==> src/rtl/dmem_access_ctrl_pkg.sv <==
// Shared encodings for the MEM-stage data-memory access controller: FSM states,
// WB-stage load control codes and store funct3 codes, plus the misalignment predicate.
package dmem_access_ctrl_pkg;

    typedef enum logic [1:0] {
        DMACC_IDLE = 2'd0,
        DMACC_REQ  = 2'd1,
        DMACC_RESP = 2'd2
    } dmacc_state_e;

    // Load control codes follow the RISC-V load funct3 encoding.
    localparam logic [2:0] DMEM_LB  = 3'b000;
    localparam logic [2:0] DMEM_LH  = 3'b001;
    localparam logic [2:0] DMEM_LW  = 3'b010;
    localparam logic [2:0] DMEM_LBU = 3'b100;
    localparam logic [2:0] DMEM_LHU = 3'b101;

    localparam logic [2:0] FNC_SB = 3'b000;
    localparam logic [2:0] FNC_SH = 3'b001;
    localparam logic [2:0] FNC_SW = 3'b010;

    // Halfword needs an even offset, word needs offset 0; byte accesses never trap.
    function automatic logic dmacc_misaligned(
        input logic       is_store,
        input logic [2:0] funct3,
        input logic [2:0] control_load,
        input logic [1:0] offset
    );
        logic is_half;
        logic is_word;
        if (is_store) begin
            is_half = (funct3 == FNC_SH);
            is_word = (funct3 == FNC_SW);
        end else begin
            is_half = (control_load == DMEM_LH) || (control_load == DMEM_LHU);
            is_word = (control_load == DMEM_LW);
        end
        return (is_half && offset[0]) || (is_word && (offset != 2'b00));
    endfunction

endpackage

==> src/rtl/dmem_access_ctrl_store_align.sv <==
// Store lane alignment: places rs2 data on the byte lanes selected by the address
// offset and store size. Counterpart of the WB-stage load extractor.
module dmem_access_ctrl_store_align
    import dmem_access_ctrl_pkg::*;
(
    input  logic [1:0]  addr_offset_i,
    input  logic [2:0]  funct3_i,
    input  logic [31:0] wdata_i,
    output logic [3:0]  we_o,
    output logic [31:0] wdata_o
);

    always_comb begin
        we_o    = 4'b0000;
        wdata_o = wdata_i;
        case (funct3_i)
            FNC_SB: begin
                we_o    = 4'b0001 << addr_offset_i;
                wdata_o = {4{wdata_i[7:0]}};
            end
            FNC_SH: begin
                // Only offset bit 1 selects the half; bit 0 is dropped here.
                we_o    = 4'b0011 << {addr_offset_i[1], 1'b0};
                wdata_o = {2{wdata_i[15:0]}};
            end
            FNC_SW: begin
                we_o    = 4'b1111;
                wdata_o = wdata_i;
            end
            default: begin
                we_o    = 4'b0000;
                wdata_o = wdata_i;
            end
        endcase
    end

endmodule

==> src/rtl/dmem_access_ctrl.sv <==
// MEM-stage data-memory access controller: one outstanding handshaked load/store,
// pipeline stall until done, registered raw read word for WB. Optional misaligned-access
// trap is enabled by defining DMEM_MISALIGN_TRAP_EN.
module dmem_access_ctrl
    import dmem_access_ctrl_pkg::*;
#(
    parameter int unsigned ADDR_WIDTH = 32
) (
    input  logic                  clk,
    input  logic                  rst,

    input  logic                  op_valid,
    input  logic                  op_is_load,
    input  logic                  op_is_store,
    input  logic [2:0]            op_control_load,
    input  logic [2:0]            op_funct3,
    input  logic [ADDR_WIDTH-1:0] op_addr,
    input  logic [31:0]           op_wdata,
    output logic                  stall,

    output logic                  req_valid,
    input  logic                  req_ready,
    output logic [ADDR_WIDTH-1:0] req_addr,
    output logic [3:0]            req_we,
    output logic [31:0]           req_wdata,
    input  logic                  resp_valid,
    input  logic [31:0]           resp_rdata,

    output logic                  wb_valid,
    output logic [1:0]            wb_addr_offset,
    output logic [2:0]            wb_control_load,
    output logic [31:0]           wb_rdata,
    output logic                  misalign_err
);

    dmacc_state_e          state_q, state_d;
    logic                  req_valid_q, req_valid_d;
    logic [ADDR_WIDTH-1:0] addr_q, addr_d;
    logic [3:0]            we_q, we_d;
    logic [31:0]           wdata_q, wdata_d;
    logic                  is_load_q, is_load_d;
    logic [1:0]            offset_q, offset_d;
    logic [2:0]            ctrl_q, ctrl_d;

    logic                  wb_valid_q, wb_valid_d;
    logic [31:0]           wb_rdata_q, wb_rdata_d;
    logic [1:0]            wb_offset_q, wb_offset_d;
    logic [2:0]            wb_ctrl_q, wb_ctrl_d;

    logic                  op_req;
    logic                  misalign;
    logic                  stall_c;
    logic [3:0]            align_we;
    logic [31:0]           align_wdata;

    dmem_access_ctrl_store_align u_store_align (
        .addr_offset_i (op_addr[1:0]),
        .funct3_i      (op_funct3),
        .wdata_i       (op_wdata),
        .we_o          (align_we),
        .wdata_o       (align_wdata)
    );

    assign op_req = op_valid && (op_is_load || op_is_store);

`ifdef DMEM_MISALIGN_TRAP_EN
    assign misalign = op_req && (state_q == DMACC_IDLE) &&
                      dmacc_misaligned(op_is_store, op_funct3, op_control_load, op_addr[1:0]);
`else
    assign misalign = 1'b0;
`endif

    always_comb begin
        state_d     = state_q;
        addr_d      = addr_q;
        we_d        = we_q;
        wdata_d     = wdata_q;
        is_load_d   = is_load_q;
        offset_d    = offset_q;
        ctrl_d      = ctrl_q;
        wb_valid_d  = 1'b0;
        wb_rdata_d  = wb_rdata_q;
        wb_offset_d = wb_offset_q;
        wb_ctrl_d   = wb_ctrl_q;
        stall_c     = 1'b0;

        unique case (state_q)
            DMACC_IDLE: begin
                if (op_req && !misalign) begin
                    state_d   = DMACC_REQ;
                    addr_d    = {op_addr[ADDR_WIDTH-1:2], 2'b00};
                    // Store wins when both flags are set.
                    is_load_d = !op_is_store;
                    we_d      = op_is_store ? align_we : 4'b0000;
                    wdata_d   = op_is_store ? align_wdata : 32'h0;
                    offset_d  = op_addr[1:0];
                    ctrl_d    = op_control_load;
                    stall_c   = 1'b1;
                end
            end
            DMACC_REQ: begin
                stall_c = 1'b1;
                if (req_ready) begin
                    if (is_load_q) begin
                        state_d = DMACC_RESP;
                    end else begin
                        state_d = DMACC_IDLE;
                        stall_c = 1'b0;
                    end
                end
            end
            DMACC_RESP: begin
                stall_c = 1'b1;
                if (resp_valid) begin
                    state_d     = DMACC_IDLE;
                    stall_c     = 1'b0;
                    wb_valid_d  = 1'b1;
                    wb_rdata_d  = resp_rdata;
                    wb_offset_d = offset_q;
                    wb_ctrl_d   = ctrl_q;
                end
            end
            default: begin
                state_d = DMACC_IDLE;
            end
        endcase

        req_valid_d = (state_d == DMACC_REQ);
    end

    always_ff @(posedge clk) begin
        if (rst) begin
            state_q     <= DMACC_IDLE;
            req_valid_q <= 1'b0;
            addr_q      <= '0;
            we_q        <= 4'b0000;
            wdata_q     <= 32'h0;
            is_load_q   <= 1'b0;
            offset_q    <= 2'b00;
            ctrl_q      <= 3'b000;
            wb_valid_q  <= 1'b0;
            wb_rdata_q  <= 32'h0;
            wb_offset_q <= 2'b00;
            wb_ctrl_q   <= 3'b000;
        end else begin
            state_q     <= state_d;
            req_valid_q <= req_valid_d;
            addr_q      <= addr_d;
            we_q        <= we_d;
            wdata_q     <= wdata_d;
            is_load_q   <= is_load_d;
            offset_q    <= offset_d;
            ctrl_q      <= ctrl_d;
            wb_valid_q  <= wb_valid_d;
            wb_rdata_q  <= wb_rdata_d;
            wb_offset_q <= wb_offset_d;
            wb_ctrl_q   <= wb_ctrl_d;
        end
    end

    // Combinational outputs are forced low while reset is asserted.
    assign stall           = stall_c && !rst;
    assign misalign_err    = misalign && !rst;
    assign req_valid       = req_valid_q;
    assign req_addr        = addr_q;
    assign req_we          = we_q;
    assign req_wdata       = wdata_q;
    assign wb_valid        = wb_valid_q;
    assign wb_rdata        = wb_rdata_q;
    assign wb_addr_offset  = wb_offset_q;
    assign wb_control_load = wb_ctrl_q;

endmodule

==> config.mk <==
export PLATFORM = sky130hd
export DESIGN_NAME = dmem_access_ctrl
export DESIGN_NICKNAME = d
export VERILOG_FILES = /design/src/rtl/dmem_access_ctrl_pkg.sv /design/src/rtl/dmem_access_ctrl_store_align.sv /design/src/rtl/dmem_access_ctrl.sv
export SDC_FILE = /design/constraint.sdc
export NUM_CORES = 1
export LEC_CHECK = 0
export CAP_MARGIN = 20
export CORE_UTILIZATION = 40
export CTS_CLUSTER_DIAMETER = 40
export DETAILED_ROUTE_END_ITERATION = 12
export HOLD_SLACK_MARGIN = 0.1
export PLACE_DENSITY = 0.8
export SYNTH_ARGS = -nofsm -noshare
export SYNTH_HDL_FRONTEND = slang
export SYNTH_SLANG_ARGS = --single-unit
==> constraint.sdc <==
create_clock -name clk -period 1.4 [get_ports clk]
set_input_delay 0.21 -clock clk [delete_from_list [all_inputs] [get_ports clk]]
set_output_delay 0.21 -clock clk [all_outputs]
set_load 0.03 [all_outputs]
==> impl_metrics.toml <==
[global_routing]
track_usage_pct = 25.0
grt_pass1_wl_mm = 22.0
grt_pass1_vias = 4501
antenna_found_initial = 0
grt_max_degree = 57
grt_overflow = 0

[clocking]
worstSkewPairLatency_ns = 0.52
cts_tree = "done"
cts_made_buffers = 17
cts_root_buffer = "clkbuf_8"
htree_num_levels = 4
cts.sinks = 113
clk_pin_slew_worst_paths_ns = 0.06
max-clock-path-buffers = 2

[finish]
drive_gt1_share_pct = 38.7
syn_to_final_growth_pct = 80.0
fin_cells = 914
fin_area_um2 = 7950
antenna_cells = 0
fillers = 705
final_nets = 875

[synth]
syn_area_um2 = 4410
yosysSeqAreaShare_pct = 51.2
synth_cells = 534
synth_warnings = 0
synth_seq_cells = 113
async_flop_share_pct = 0
yosys_most_used_dff = "dfxtp_1"
synthDistinctLibCells = 33
syn_area_per_cell_um2 = 8.27
synth_edf_count = 0

[power_and_ir_drop]
powerDensity_nw_per_um2 = 1070
ir_worst_vdd_v = 0.000905
combPwrFrac_pct = 16.5
clkPwrFrac_pct = 43.4
p_sw_share_pct = 26.5
pwr-share-seq_pct = 40.1
leakagePower_nw = 3.25
internal-power_w = 0.00625
switching_power_w = 0.00225
power_w = 0.00850

[status]
violations = "negative setup slack"
status = "finished with violations"

[floorplan]
dieArea_um2 = 11500
die_y_um = 107
row_count = 37
initial_utilization_pct = 42.0
fp.coreArea_um2 = 10500
boundaryPins = 218
fp.dieW_um = 107

[placement]
dp_cells = 868
dpl.hpwl_mm = 9.68
routabilityCongestion = 0.795
port_buffers = 214
placed_cell_area_um2 = 6790
post-place-ws_ns = -0.323

[routing]
via_count = 4768
wl_per_cell_um = 18.4
drt_iter0_drc = 279
drt_wl_total_mm = 16.8
via_per_inst = 5.22
dr.pass1.iters = 4
detail-route-antenna-nets = 0
drc = 0

[timing]
tns_ns = -6.47
finalSetupViolCount = 70
finalWorstSetupSlack_ns = -0.411
fmaxAchievable_ghz = 0.552
fin_crit_sh_pct = 129
skew_ns = 0.00754
finalHoldViolCount = 0
worst_slew_pin_slew_ns = 0.567
drv_slew = 0
rsz0062_at_grt = "true"
max_slew_margin_pct = 62.2
min_period_ns = 1.81

[min_path]
holdCritPathClass = "in2reg"

[worst_setup_path]
crit_fanout = 4
endpoint_kind = "primary output"
required_ns = 1.19
rrSetupSlack_ns = -0.19
critPathArrivalTime_ns = 1.60
critPathKind = "reg2out"
startpoint_type = "flop"

[job]
maxCapViolations = 0
worst max-delay path, stage by stage (launching register included):
cell	delay, ns
dfxtp_4	0.37
or3b_4	0.40
a31oi_4	0.17
buf_6	0.15
layout by cell type (no fill, tap or decap), types with 2 or more instances in the layout:
cell type	instances
clkdlybuf4s50_1	107
a21oi_1	50
nand3_1	9
buf_6	8
clkinv_2	7
o31ai_2	7
buf_8	3
buf_12	7
buf_4	19
clkdlybuf4s15_2	43
a21oi_2	37
nand2_1	126
conb_1	3
nand2_2	13
mux2i_1	8
o31ai_1	2
buf_2	55
clkbuf_16	22
clkdlybuf4s18_2	7
nor2b_1	2
nand2_4	33
o31ai_4	7
clkbuf_8	4
nor2_1	30
o21ai_2	2
clkbuf_1	4
a22oi_2	9
dfxtp_1	111
mux2_2	8
nand3b_1	17
kinds of logic (layout without fill, tap and decap cells):
kind of cell	after synthesis	count (layout)	share of synthesized area, %
AOI/OAI and AO/OA	120	120	15.6
buffers and inverters	46	288	6.18
DFF	113	113	51.2
muxes	16	16	3.86
other	1	3	0.0850
and+or+nand+nor	238	238	23.0
sequential cells by signal, indices dropped and copies added (netlist names):
name	flops
ctrl_q	3
is_load_q	1
offset_q	2
req_addr	30
req_valid	1
req_wdata	32
req_we	4
state_q	2
wb_addr_offset	2
wb_control_load	3
wb_rdata	32
wb_valid	1
per-stage QoR:
| step | utilization (%) | hold WS [ns] |
|---|---|---|
| after global routing | 75.6 | 0.203 |
| after detailed placement | 64.6 | 0.444 |
| final | 75.6 | 0.200 |
| after floorplan | - | 0.346 |
| after CTS | 71.8 | 0.152 |
| after global placement | 64.6 | 0.437 |
timing repair:
action / CTS / global route
gates cloned: 1 / 9
buffers inserted: 3 / 2
endpoints found under the setup margin: 120 / 137
gates resized for setup: 376 / 223
hold endpoints to repair: 1 / 0
hold buffers: 1 / 0
pin swaps: 19 / 68
cell usage after synthesis, types with 2 or more instances:
cell type	count	share of area, %
nor2_1	30	2.6
clkbuf_1	15	1.3
buf_2	11	1.2
a21oi_1	87	9.9
a22oi_1	9	1.5
o31ai_2	2	0.57
buf_4	14	2.4
nand2_1	171	15
mux2_2	8	2.0
nor2b_1	3	0.43
o21ai_0	4	0.45
dfxtp_1	113	51
buf_6	3	0.77
nand3_1	9	1.0
nand3b_1	17	2.9
mux2i_1	8	1.8
o31ai_1	14	2.4
path summary, 6_finish.rpt:
kind                startpoint            end  cells past startpoint
hold / removal             rst  req_wdata[23]                      3
hold reg to reg   req_wdata[0]   req_wdata[0]                      2
setup reg to reg    state_q[1]  req_wdata[19]                      7
setup / recovery    state_q[1]          stall                      3
layer usage:
layer  wire (µm)  share of wire (%)  track usage [%]  vias up
li1            -                  -                -     2232
met3        1410                8.4             9.54       43
met2        8860                 53             45.1      213
met5           0                  0                0        -
met4         512                3.0             10.6        0
met1        6050                 36             25.7     2280
power groups by stage:
| stage | Clock [W] | Combinational (W) | Sequential (W) |
|---|---|---|---|
| after floorplan | 0 | 0.000431 | 0.00367 |
| after global placement | 0 | 0.00129 | 0.00346 |
| after detailed placement | 0 | 0.00131 | 0.00347 |
| after CTS | 0.00373 | 0.00133 | 0.00341 |
| after global routing | 0.00393 | 0.00148 | 0.00342 |
| final | 0.00369 | 0.00140 | 0.00341 |
final cells by class:
class | instances | area (µm²) | share of cell area (%)
Clock buffer | 24 | 470 | 5.92
Clock inverter | 7 | 35.0 | 0.441
Inverter | 1 | 3.75 | 0.0472
Multi-Input combinational cell | 377 | 2520 | 31.7
Sequential cell | 113 | 2270 | 28.5
Tap cell | 136 | 170 | 2.14
Timing Repair Buffer | 256 | 2480 | 31.2
(Power assumes the default switching activity.)
